**src/rtl/serial_link_pkg.sv**
```systemverilog
// serial_link_pkg: shared types and sizing for the MSB-first serial word link.
// SERIAL_DESER_PARITY_EN adds a trailing even-parity bit to every frame.
package serial_link_pkg;
  typedef enum logic [1:0] {IDLE = 2'd0, SHIFT = 2'd1, HOLD = 2'd2} state_t;
  localparam int N_DEF = 5;
  localparam int CW_DEF = 3;
  function automatic int frame_len(input int n);
`ifdef SERIAL_DESER_PARITY_EN
    return n + 1;
`else
    return n;
`endif
  endfunction
  localparam int FRAME_LEN = frame_len(N_DEF);
endpackage

```
**src/rtl/deser_bit_counter.sv**
```systemverilog
// deser_bit_counter: frame-position counter with sync clear, enable and terminal count.
module deser_bit_counter #(
  parameter int CW = 3,
  parameter int LEN = 5
) (
  input  logic clk,
  input  logic rst_n,
  input  logic i_clr,
  input  logic i_en,
  output logic o_tc
);
  logic [CW-1:0] r_cnt;
  always_ff @(posedge clk or negedge rst_n)
    if (!rst_n) r_cnt <= '0;
    else r_cnt <= i_clr ? '0 : i_en ? r_cnt + 1'b1 : r_cnt;
  assign o_tc = r_cnt == CW'(LEN - 1);
endmodule

```
**src/rtl/serial_deserializer.sv**
```systemverilog
// serial_deserializer: assembles MSB-first serial frames into words behind a one-entry valid/ready buffer.
// SERIAL_DESER_PARITY_EN: frames carry a trailing even-parity bit reported on perr.
module serial_deserializer
  import serial_link_pkg::*;
#(
  parameter int N = N_DEF,
  parameter int CW = CW_DEF
) (
  input  logic         clk,
  input  logic         rst,
  input  logic         start,
  input  logic         sen,
  input  logic         sin,
  output logic [N-1:0] dout,
  output logic         dvalid,
  input  logic         dready,
  output logic         busy,
  output logic         ovr,
  input  logic         clr_ovr,
  output logic         perr
);
  localparam int L = frame_len(N);
  state_t r_state;
  logic [L-1:0] r_shreg;
  logic [N-1:0] r_dout;
  logic r_dvalid, r_ovr;
  logic w_tc, w_free, w_shift, w_last, w_load, w_restart, w_clr, w_set_ovr;
  logic [L-1:0] w_next, w_src;
  assign w_free = !r_dvalid || dready;
  assign w_shift = (r_state == SHIFT) && sen && !start;
  assign w_last = w_shift && w_tc;
  assign w_next = {r_shreg[L-2:0], sin};
  assign w_load = (w_last || r_state == HOLD) && w_free;
  assign w_src = (r_state == HOLD) ? r_shreg : w_next;
  assign w_restart = start && r_state != HOLD;
  assign w_clr = w_restart || w_last;
  assign w_set_ovr = (r_state == HOLD) && (sen || start);
  deser_bit_counter #(.CW(CW), .LEN(L)) u_cnt (
    .clk(clk), .rst_n(rst), .i_clr(w_clr), .i_en(w_shift), .o_tc(w_tc)
  );
  // A stalled word stays in r_shreg while in HOLD until the buffer frees.
  always_ff @(posedge clk or negedge rst)
    if (!rst) begin
      r_state <= IDLE;
      r_shreg <= '0;
      r_dout <= '0;
      r_dvalid <= 1'b0;
      r_ovr <= 1'b0;
    end else begin
      r_state <= w_load ? IDLE : w_last ? HOLD : w_restart ? SHIFT : r_state;
      r_shreg <= w_restart ? '0 : w_shift ? w_next : r_shreg;
      r_dout <= w_load ? w_src[L-1 -: N] : r_dout;
      r_dvalid <= w_load || (r_dvalid && !dready);
      r_ovr <= w_set_ovr || (r_ovr && !clr_ovr);
    end
`ifdef SERIAL_DESER_PARITY_EN
  logic r_perr;
  always_ff @(posedge clk or negedge rst)
    if (!rst) r_perr <= 1'b0;
    else r_perr <= w_load ? ^w_src : r_perr;
  assign perr = r_perr;
`else
  assign perr = 1'b0;
`endif
  assign dout = r_dout;
  assign dvalid = r_dvalid;
  assign ovr = r_ovr;
  assign busy = r_state != IDLE;
endmodule
```
**config.mk**
```make
export PLATFORM = sky130hd
export DESIGN_NAME = serial_deserializer
export DESIGN_NICKNAME = d
export VERILOG_FILES = /design/src/rtl/serial_link_pkg.sv /design/src/rtl/deser_bit_counter.sv /design/src/rtl/serial_deserializer.sv
export SDC_FILE = /design/constraint.sdc
export NUM_CORES = 1
export LEC_CHECK = 0
export ABC_AREA = 1
export CORE_MARGIN = 8
export CORE_UTILIZATION = 35
export CTS_BUF_LIST = sky130_fd_sc_hd__clkbuf_16
export DETAILED_ROUTE_END_ITERATION = 12
export HOLD_SLACK_MARGIN = 0.15
export PLACE_DENSITY = 0.53
export SETUP_SLACK_MARGIN = 0.15
export SLEW_MARGIN = 10
export SYNTH_ARGS = -nofsm -noshare
export SYNTH_HDL_FRONTEND = slang
export SYNTH_SLANG_ARGS = --single-unit
export TNS_END_PERCENT = 30
```
**constraint.sdc**
```tcl
create_clock -name clk -period 2.75 [get_ports clk]
set_input_delay 0.55 -clock clk [delete_from_list [all_inputs] [get_ports clk]]
set_output_delay 0.55 -clock clk [all_outputs]
set_load 0.02 [all_outputs]
```
# After elaboration in Yosys (flattened, before gate mapping)

Index checks and enable logic that the tools add are counted.

Flip-flop bits (word level): 17
Output and inout bits: 9
Word-level logic and storage cells: 41

Add/subtract/negate cells: 1
Equality and inequality tests: 4
Multiplexer cells: 8
Reductions and logical operators: 22

Operators by type and width:

| operator              | number |
|---|---|
| $mux W5               | 3 |
| $logic_and A1 B1 Y1   | 8 |
| $logic_or A1 B1 Y1    | 6 |
| $mux W2               | 3 |
| $mux W3               | 2 |
| $reduce_bool A2 Y1    | 3 |
| $logic_not A1 Y1      | 4 |
| $add A3 B1 Y3 const B | 1 |
| $eq A3 B3 Y1 const B  | 1 |
| $reduce_bool A3 Y1    | 1 |
| $eq A2 B1 Y1 const B  | 1 |
| $eq A2 B2 Y1 const B  | 1 |
| $ne A2 B2 Y1 const B  | 1 |

# Depth between registers and ports, before layout

Gate-level depths: netlist (run 1).

Depth in word-level cells: 7
Gate-level depth with buffers: 9
Mapped depth without buffers: 9

# By module

Synthesis (run 1) repeated with hierarchy kept, for this count alone.

Cell total of the unflattened synthesis: 111
Area, all modules: 873.3 um^2

Modules (own cells, without submodules):

| module              | instances | cells an instance | area each (um^2) |
|---|---|---|---|
| serial_deserializer | 1         | 90                | 704.4 |
| deser_bit_counter   | 1         | 21                | 168.9 |

# Worst setup path before layout (run 1)

No wires, ideal clock.

Kind: register -> register
Start point: register u_cnt.r_cnt[0]
End point: register r_dout[0] (netlist: dout[0])
Data arrival time: 1.093 ns
Required time: 2.633 ns
Path slack: 1.540 ns
Cell stages (with the launch flop): 10
Path through: dfrtp_1 > inv_1 > ha_1 > nand2_1 > inv_1 > nand3_2 > nand2_4 > nand2_4 > nand2_1 > nand2_1

Word-level cells in the longest chain between the ends: 4

Ends and longest elaborated chain:

| element                  | line                      | source |
|---|---|---|
| start: declaration       | deser_bit_counter.sv:12   | `logic [CW-1:0] r_cnt;` |
| start signal: assignment | deser_bit_counter.sv:15   | `else r_cnt <= i_clr ? '0 : i_en ? r_cnt + 1'b1 : r_cnt;` |
| $eq A3 B3 Y1             | deser_bit_counter.sv:16   | `assign o_tc = r_cnt == CW'(LEN - 1);` |
| $logic_and A1 B1 Y1      | serial_deserializer.sv:31 | `assign w_last = w_shift && w_tc;` |
| $logic_or A1 B1 Y1       | serial_deserializer.sv:33 | `assign w_load = (w_last \|\| r_state == HOLD) && w_free;` |
| $logic_and A1 B1 Y1      | serial_deserializer.sv:33 |  |
| end signal: assignment   | serial_deserializer.sv:52 | `r_dout <= w_load ? w_src[L-1 -: N] : r_dout;` |
| end: declaration         | serial_deserializer.sv:25 | `logic [N-1:0] r_dout;` |

No other way between the ends.
A chain may end at the register's enable or synchronous reset.

# Worst setup path in the final report (run 1)

Start point: register r_state[1]
End point: output port busy

Word-level cells in the longest chain between the ends: 1

Ends and longest elaborated chain:

| element                  | line                      | source |
|---|---|---|
| start: declaration       | serial_deserializer.sv:23 | `state_t r_state;` |
| start signal: assignment | serial_deserializer.sv:50 | `r_state <= w_load ? IDLE : w_last ? HOLD : w_restart ? SHIFT : r_state;` |
| $reduce_bool A2 Y1       | serial_deserializer.sv:68 | `assign busy = r_state != IDLE;` |
| end: declaration         | serial_deserializer.sv:17 | `output logic busy,` |

No other way between the ends.

==> run metrics, run 1 <==
outcome=finished clean; I/O pin cnt=16; minimum clock period=1970 ps; core area=approximately 2400 sq um; sequential share of the synthesized area=0.504; initial antenna violation count=0; Sw Pwr=roughly 0.12 mW; final worst path period share=0.717; max cap viols=0; largest area contributor in the netlist=dfrtp_1; Ys Warns=0; P&R area growth vs syn=28.3%; CTS buffer count=3; Initial Util=0.354; post-detailed-route via-to-cell ratio=4.64; Syn Inst Count=97; R2R Setup Slk=roughly 1400 ps; Final HPWL DP=roughly 1.3 mm; power consumption=roughly 0.59 mW; Gate power share=0.070; drc violations=0; GRT Residual Overflow=0; area of the multi-input gates=about 340 sq um; endpoints failing hold=0; die area=4240 sq um; crit path kind=reg -> out; measured slew at the worst slew-check pin=749 ps; crit-path max FO=3; layout cells sized above 1=0.115; Max Clock Freq=507 MHz; FILL cells=260; Startpoint Class=flip-flop; switch share=0.206; Clock Skew=7.23 ps; Seq. cell area=425 sq um; worst hold path type=reg -> reg; Initial DRC Count=17; CTS Sinks=17; net count reported at finish=around 120; largest net degree at the start of global routing=18; Setup WS pre-CTS=around 950 ps; part of the power in registers=0.439; Port-buffer cells=14; Worst setup EP type=primary output; worst-skew pair later-pin latency=approximately 250 ps; Netlist cell types=19; post-route setup slack=777 ps; Antenna Nets Post-Route=0; Yosys reg bits=17; Leak=approximately 0.54 nW; Die Y=between 60 and 70 microns; Chip Width=approximately 65 microns; CTS tree=yes; most frequent cells in the layout=22 x nand2_1, 17 x dfrtp_1, 16 x inv_1; drt wl/cell=11.4 microns; final wirelength=1.64 mm; commonest non-fill, non-tap cell in the layout=nand2_1; routability congestion estimate=0.792; clock group share of total power=0.491; Post-synth EDFFs=0; Layout Cells excl Fill=between 100 and 150; Ant. Diodes=0; CP Data Required Time=roughly 2200 ps; Internal Pwr Total=0.467 mW; maximum VDD drop=0.414 mV; RSZ-0062 raised after global routing=no; Synth Area per Inst=8.71 sq um; clk root buf=clkbuf_16; drt first pass iters=4; relative slew slack=0.499; first-pass GRT wire length=3.00 mm; Placed Cells incl. Taps=139; setup total negative slack=0 ps; DR vias=664; CP Data Arrival Time=1420 ps; clk buf depth=2; Post-CTS Resized=0; Mapped Nets=106; post-synthesis async set-or-reset flop share=1.00; htree depth=1; Setup Viol. Count Final=0; post-synthesis cell area=845 sq um; share of Yosys cell area claimed by the top area cell type=0.504; total track usage=0.0907; power density over cell area=around 540 nW/um^2; Synth Flop Type=dfrtp_1; vias in the first global route=721; Post-CTS Setup Inserts=0; hold_buf cts=0; largest cells by area after synthesis=dfrtp_1 50%, nand2_1 9.8%, inv_1 7.1%; Slew Limit Fails=0; Core Rows=18; Clk pin slew, worst setup/hold paths=50 ps
## power groups by stage
stage	Sequential (mW)	Combinational (mW)	Clock, mW
floorplan	0.263	0.0209	0
global placement	0.262	0.0416	0
detailed placement	0.263	0.0421	0
CTS	0.258	0.0423	0.301
global route	0.259	0.0472	0.309
finish	0.258	0.0411	0.289
## registers in the layout, indices dropped and copies added, names as in the netlist
name / cells
dout: 5
dvalid: 1
ovr: 1
r_shreg: 5
r_state: 2
u_cnt.r_cnt: 3
## cells in the mapped netlist (2+ instances only)
master and count:
o21ai_1 5, o21ai_0 7, nand2_2 2, nand2_4 4, inv_1 16, ha_1 2
nand4_1 3, nand3_1 7, nand2_1 22, o22ai_1 4, dfrtp_1 17
## worst max-delay path, stage by stage (launching register included)
cell and delay, ps:
dfrtp_1 420, inv_1 90, nand2_1 60, clkdlybuf4s50_1 590
## metal layers
layer	part of all wire	up-vias	wire [microns]	track usage
met5	0	-	0	0
met4	0.022	0	36	0.0518
met3	0.060	4	99	0.0357
met2	0.49	12	808	0.160
met1	0.42	305	693	0.0887
li1	-	343	-	-
## kinds of logic (layout without fill, tap and decap cells)
kind of cell	after synthesis	count (layout)	share of synthesized area
AOI/OAI and AO/OA	16	16	0.101
xor gates and xnor gates	1	1	0.0104
adders and majority gates	2	2	0.0296
buffers and inverters	19	35	0.0978
DFF	17	17	0.504
other	1	1	0.00444
and+or+nand+nor	41	41	0.253
## stage by stage
| stage | instance area (sq um) | hold WS, ps | util |
|---|---|---|---|
| 2_1_floorplan | 845 | 254 | - |
| 3_3_place_gp | 1000 | 461 | 0.420 |
| 3_5_place_dp | 1000 | 475 | 0.420 |
| 4_1_cts | 1080 | 489 | 0.454 |
| 5_1_grt | 1080 | 505 | 0.454 |
| 6_report | 1080 | 480 | 0.454 |
## path summary, 6_finish.rpt
check,from,cells after the start,end
worst max-delay path,r_state[1],3,busy
worst min register to register,dout[2],2,dout[2]
worst min-delay path,dout[2],2,dout[2]
min in group asynchronous,rst,1,u_cnt.r_cnt[2]
worst max register to register,u_cnt.r_cnt[0],9,dout[0]
max in group asynchronous,rst,1,r_shreg[4]
## layout make-up
type / instances / area share
Timing Repair Buffer: 14 / 0.129
Sequential cell: 17 / 0.393
Clock buffer: 3 / 0.0693
Clock inverter: 1 / 0.00462
Inverter: 17 / 0.0589
Multi-Input combinational cell: 61 / 0.311
Tap cell: 30 / 0.0346
Note: power is estimated with default switching activity, not from simulation.
==> run 2: changes to the inputs <==
Settings changed: PLACE_DENSITY 0.53 to 0.56.
Clock period 2.75 ns to 1.8 ns, I/O delays scaled along.
==> run metrics, run 2 (same netlist as run 1, synthesis figures left out) <==
outcome=finished clean; Setup Viol. Count Final=0 (unchanged); Leak=0.545 nW (+0.75%); layout cells sized above 1=0.114 (-0.00101); drt first pass iters=3 (-1); DR vias=644 (-3.0%); core area=2390 sq um (unchanged); Placed Cells incl. Taps=140 (+0.72%); Chip Width=65.1 microns (unchanged); vias in the first global route=686 (-4.9%); FILL cells=256 (-1.5%); die area=4240 sq um (unchanged); CP peak stage delay=610 ps (+20 ps); RSZ-0062 raised after global routing=no; commonest non-fill, non-tap cell in the layout=nand2_1; Clk pin slew, worst setup/hold paths=50 ps (about the same); global routing usage on met2=0.138 (-0.0224); most frequent cells in the layout=22 x nand2_1, 17 x inv_1, 17 x dfrtp_1; Startpoint Class=flip-flop; Max Clock Freq=641 MHz; power density over cell area=821 nW/um^2 (+51%); crit path cell chain=clkdlybuf4s50_1; P&R area growth vs syn=28.9%; Initial Util=0.354 (unchanged); Die Y=65.1 microns (unchanged); M3 GR Usage=0.0255 (-0.0102); Ant. Diodes=0 (unchanged); total track usage=0.0851 (-0.00567); Post-CTS Setup Inserts=0 (unchanged); Final HPWL DP=1.24 mm (-4.6%); worst-skew pair later-pin latency=240 ps (about the same); Clock Skew=4.37 ps (-2.86 ps); Core Rows=18 (unchanged); I/O pin cnt=16 (unchanged); final hold slack=431 ps (-49.0 ps); minimum clock period=1560 ps; drc violations=0 (unchanged); clk buf depth=2 (unchanged); max cap viols=0 (unchanged); htree depth=1 (unchanged); Initial DRC Count=15 (-2); crit path kind=reg -> out; drt wl/cell=10.8 microns (-5.2%); first-pass GRT wire length=2.93 mm (-2.5%); power consumption=0.893 mW (+52%); CP Data Required Time=1440 ps (-760 ps); net count reported at finish=124 (+0.81%); GR peak layer=met2; final wirelength=1.56 mm (-4.6%); Worst setup EP type=primary output; initial antenna violation count=0 (unchanged); fin area=1090 sq um (+0.46%); CTS tree=yes; crit-path max FO=2 (-1); CP Data Arrival Time=1200 ps (-220 ps); Antenna Nets Post-Route=0 (unchanged); Worst Path Buf+Inv=1 (-1); crit-path leading delay family=buffers and inverters; maximum VDD drop=0.440 mV (+6.3%); largest net degree at the start of global routing=18 (unchanged); worst hold path type=in -> async; GRT Residual Overflow=0 (unchanged); setup total negative slack=0 ps (unchanged); M1 GR Usage=0.101 (+0.0122); Cell Area, Placed=1010 sq um (+0.75%); CP max-delay cell=clkdlybuf4s50_1; CTS Sinks=17 (unchanged); clk root buf=clkbuf_16; routability congestion estimate=0.817 (+3.2%); final worst path period share=0.867; Layout Cells excl Fill=144 (+0.70%); CTS buffer count=3 (unchanged); post-detailed-route via-to-cell ratio=4.47 (-3.7%); Slew Limit Fails=0 (unchanged); Port-buffer cells=14 (unchanged); endpoints failing hold=0 (unchanged)
[run 2: changes by cell type in the layout (fill, tap and decap cells not counted), sizes merged]
| cell | previous run | this run |
|---|---|---|
| dlygate4sd2 | 0 | 1 |
| buf | 0 | 1 |
| inv | 17 | 18 |
| clkdlybuf4s50 | 14 | 13 |
| clkinv | 1 | 0 |
[run 2: area by class of cell]
class	instances	area, sq um	share of cell area
Clock buffer	3	75.1	0.0690
Clock inverter	1	3.75	0.00345
Inverter	17	63.8	0.0586
Multi-Input combinational cell	61	337	0.309
Sequential cell	17	425	0.391
Tap cell	30	37.5	0.0345
Timing Repair Buffer	15	146	0.134
[run 2: worst paths after layout]
| path | startpoint | slack, ps | endpoint | cells after the start |
|---|---|---|---|---|
| worst max-delay path | ovr | 240 | ovr | 1 |
| worst min-delay path | rst | 430 | u_cnt.r_cnt[2] | 2 |
| worst max register to register | u_cnt.r_cnt[0] | 470 | dout[4] | 9 |
| worst min register to register | dout[1] | 470 | dout[1] | 2 |
| max in group asynchronous | rst | 1180 | dout[1] | 2 |
| min in group clk | dout[1] | 470 | dout[1] | 2 |
[run 2: through the flow]
stage                      util  worst slack [ps]
after floorplan               -               590
after global placement    0.423               221
after detailed placement  0.423               203
after CTS                 0.456               228
after global routing      0.456               214
final                     0.456               240
[run 2: metal layers]
layer,part of all wire,up-vias
met5,0,-
met4,0.011,0
met3,0.052,2
met2,0.46,10
met1,0.48,286
li1,-,346
[run 2: repair_timing]
item | CTS | global route
resized for setup | 1 | 0
endpoints found under the setup margin | 1 | 0
hold buffers | 0 | 0
[run 2: power breakdown]
| part | switching (mW) | internal, mW | total [mW] |
|---|---|---|---|
| Combinational | 0.0371 | 0.0270 | 0.0641 |
| Clock | 0.140 | 0.295 | 0.435 |
| Sequential | 0.00382 | 0.391 | 0.394 |
[run 2: worst register-to-register path, stage by stage (launching register included)]
cell and delay (ps):
dfrtp_1 370, inv_1 90, ha_1 150, nand2_1 90
inv_1 90, nand3_2 120, nand2_4 120, nand2_4 70
nand2_1 70, nand2_1 50
==> run 3: changes to the inputs <==
Settings changed: CTS_BUF_LIST sky130_fd_sc_hd__clkbuf_16 to sky130_fd_sc_hd__clkbuf_2, DONT_BUFFER_PORTS set to 1, PLACE_DENSITY 0.56 to 0.47.
==> run metrics, run 3 (same netlist as run 1, synthesis figures left out) <==
CP Data Required Time=1440 ps (about the same); switch share=0.255 (+0.0526); power density over cell area=690 nW/um^2 (-16%); layout cells sized above 1=0.129 (+0.0147); Sw Pwr=0.159 mW (-12%); relative slew slack=0.474; Initial Util=0.354 (unchanged); CTS Sinks=17 (unchanged); Ant. Diodes=0 (unchanged); clock group share of total power=0.289 (-0.198); total track usage=0.0815 (-0.00354); Setup Viol. Count Final=0 (unchanged); initial antenna violation count=0 (unchanged); setup total negative slack=0 ps (unchanged); most frequent cells in the layout=22 x nand2_1, 17 x dfrtp_1, 16 x inv_1; final wirelength=1.57 mm (+0.45%); max cap viols=0 (unchanged); CTS tree=yes; crit path kind=reg -> out; Worst setup EP type=primary output; Final HPWL DP=1.19 mm (-3.6%); vias in the first global route=590 (-14%); drt wl/cell=12.0 microns (+10%); Setup WS pre-CTS=483 ps (+280 ps); Post-CTS Setup Inserts=0 (unchanged); Clock Skew=9.43 ps (+5.07 ps); power consumption=0.623 mW (-30%); Antenna Nets Post-Route=0 (unchanged); CP Data Arrival Time=1050 ps (-150 ps); measured slew at the worst slew-check pin=786 ps; routability congestion estimate=0.791 (-3.2%); clk root buf=clkbuf_2; CTS buffer count=3 (unchanged); Post-CTS Resized=0 (-1); post-route setup slack=389 ps (+149 ps); Clk pin slew, worst setup/hold paths=170 ps (+120 ps); Layout Cells excl Fill=131 (-9.0%); Die Y=65.1 microns (unchanged); drc violations=0 (unchanged); Placed Cells incl. Taps=125 (-11%); final worst path period share=0.784 (-0.0827); commonest non-fill, non-tap cell in the layout=nand2_1; die area=4240 sq um (unchanged); clk buf depth=2 (unchanged); Port-buffer cells=0 (-14); outcome=finished clean; net count reported at finish=111 (-10%); Chip Width=65.1 microns (unchanged); Initial DRC Count=26 (+11); GRT Residual Overflow=0 (unchanged); drt first pass iters=4 (+1); maximum VDD drop=0.301 mV (-32%); I/O pin cnt=16 (unchanged); htree depth=1 (unchanged); part of the power in registers=0.635 (+0.194); worst-skew pair later-pin latency=290 ps (+50 ps); Max Clock Freq=709 MHz (+11%); worst hold path type=in -> reg; Core Rows=18 (unchanged); endpoints failing hold=0 (unchanged); Cell Area, Placed=863 sq um (-15%); Startpoint Class=flip-flop; RSZ-0062 raised after global routing=no; post-detailed-route via-to-cell ratio=4.56 (+2.1%); DR vias=598 (-7.1%); Leak=0.473 nW (-13%); core area=2390 sq um (unchanged); fin area=903 sq um (-17%); minimum clock period=1410 ps (-149 ps); crit-path max FO=3 (+1); largest net degree at the start of global routing=18 (unchanged); first-pass GRT wire length=2.70 mm (-7.8%); Gate power share=0.077 (+0.005); P&R area growth vs syn=6.96%; Internal Pwr Total=0.464 mW (-35%); Slew Limit Fails=0 (unchanged)
-- run 3: cell count changes in the layout (fill, tap and decap cells not counted), sizes merged --
cell	previous run	this run
dlygate4sd2	1	0
buf	1	0
clkdlybuf4s50	13	0
inv	18	17
clkbuf	3	4
dlygate4sd3	0	2
-- run 3: stage by stage --
step | hold WS (ps) | utilization
3_3_place_gp | 64.9 | 0.362
2_1_floorplan | 64.4 | -
4_1_cts | 160 | 0.378
3_5_place_dp | 65.1 | 0.362
5_1_grt | 163 | 0.378
6_report | 181 | 0.378
-- run 3: worst paths after layout --
kind,startpoint,end,slack [ps],cells after the start
setup / recovery,r_state[1],busy,390,2
hold / removal,sin,r_shreg[0],180,2
setup reg to reg,u_cnt.r_cnt[0],dout[3],440,9
hold reg to reg,r_shreg[4],r_shreg[4],550,2
max in group asynchronous,rst,dout[4],740,1
min in group asynchronous,rst,r_state[1],560,1
-- run 3: what timing repair did --
| item | in CTS | in global routing |
|---|---|---|
| hold endpoints to repair | 18 | 0 |
| hold buffers | 2 | 0 |
| endpoints found under the setup margin | 0 | 0 |
-- run 3: power groups by stage --
stage	Clock [mW]	Combinational [mW]	Sequential, mW
after global placement	0	0.0364	0.403
after floorplan	0	0.0320	0.402
after CTS	0.190	0.0484	0.396
final	0.180	0.0478	0.396
after global routing	0.206	0.0554	0.397
after detailed placement	0	0.0365	0.403
-- run 3: final cells by class --
class	count	area, sq um
Timing Repair Buffer	2	20.0
Sequential cell	17	425
Tap cell	30	37.5
Inverter	17	63.8
Multi-Input combinational cell	61	337
Clock buffer	4	20.0
Fill cell	268	1480
-- run 3: layer usage --
metal	GRT usage	part of all wire	vias to the layer above
met2	0.120	0.46	10
met1	0.104	0.49	270
met3	0.0272	0.045	2
met5	0	0	-
met4	0.0409	0.0051	0
li1	-	-	316
-- run 3: critical path, stage by stage (launching register included) --
cell     delay (ps)
dfrtp_1         470
inv_1           100
nand2_1         180
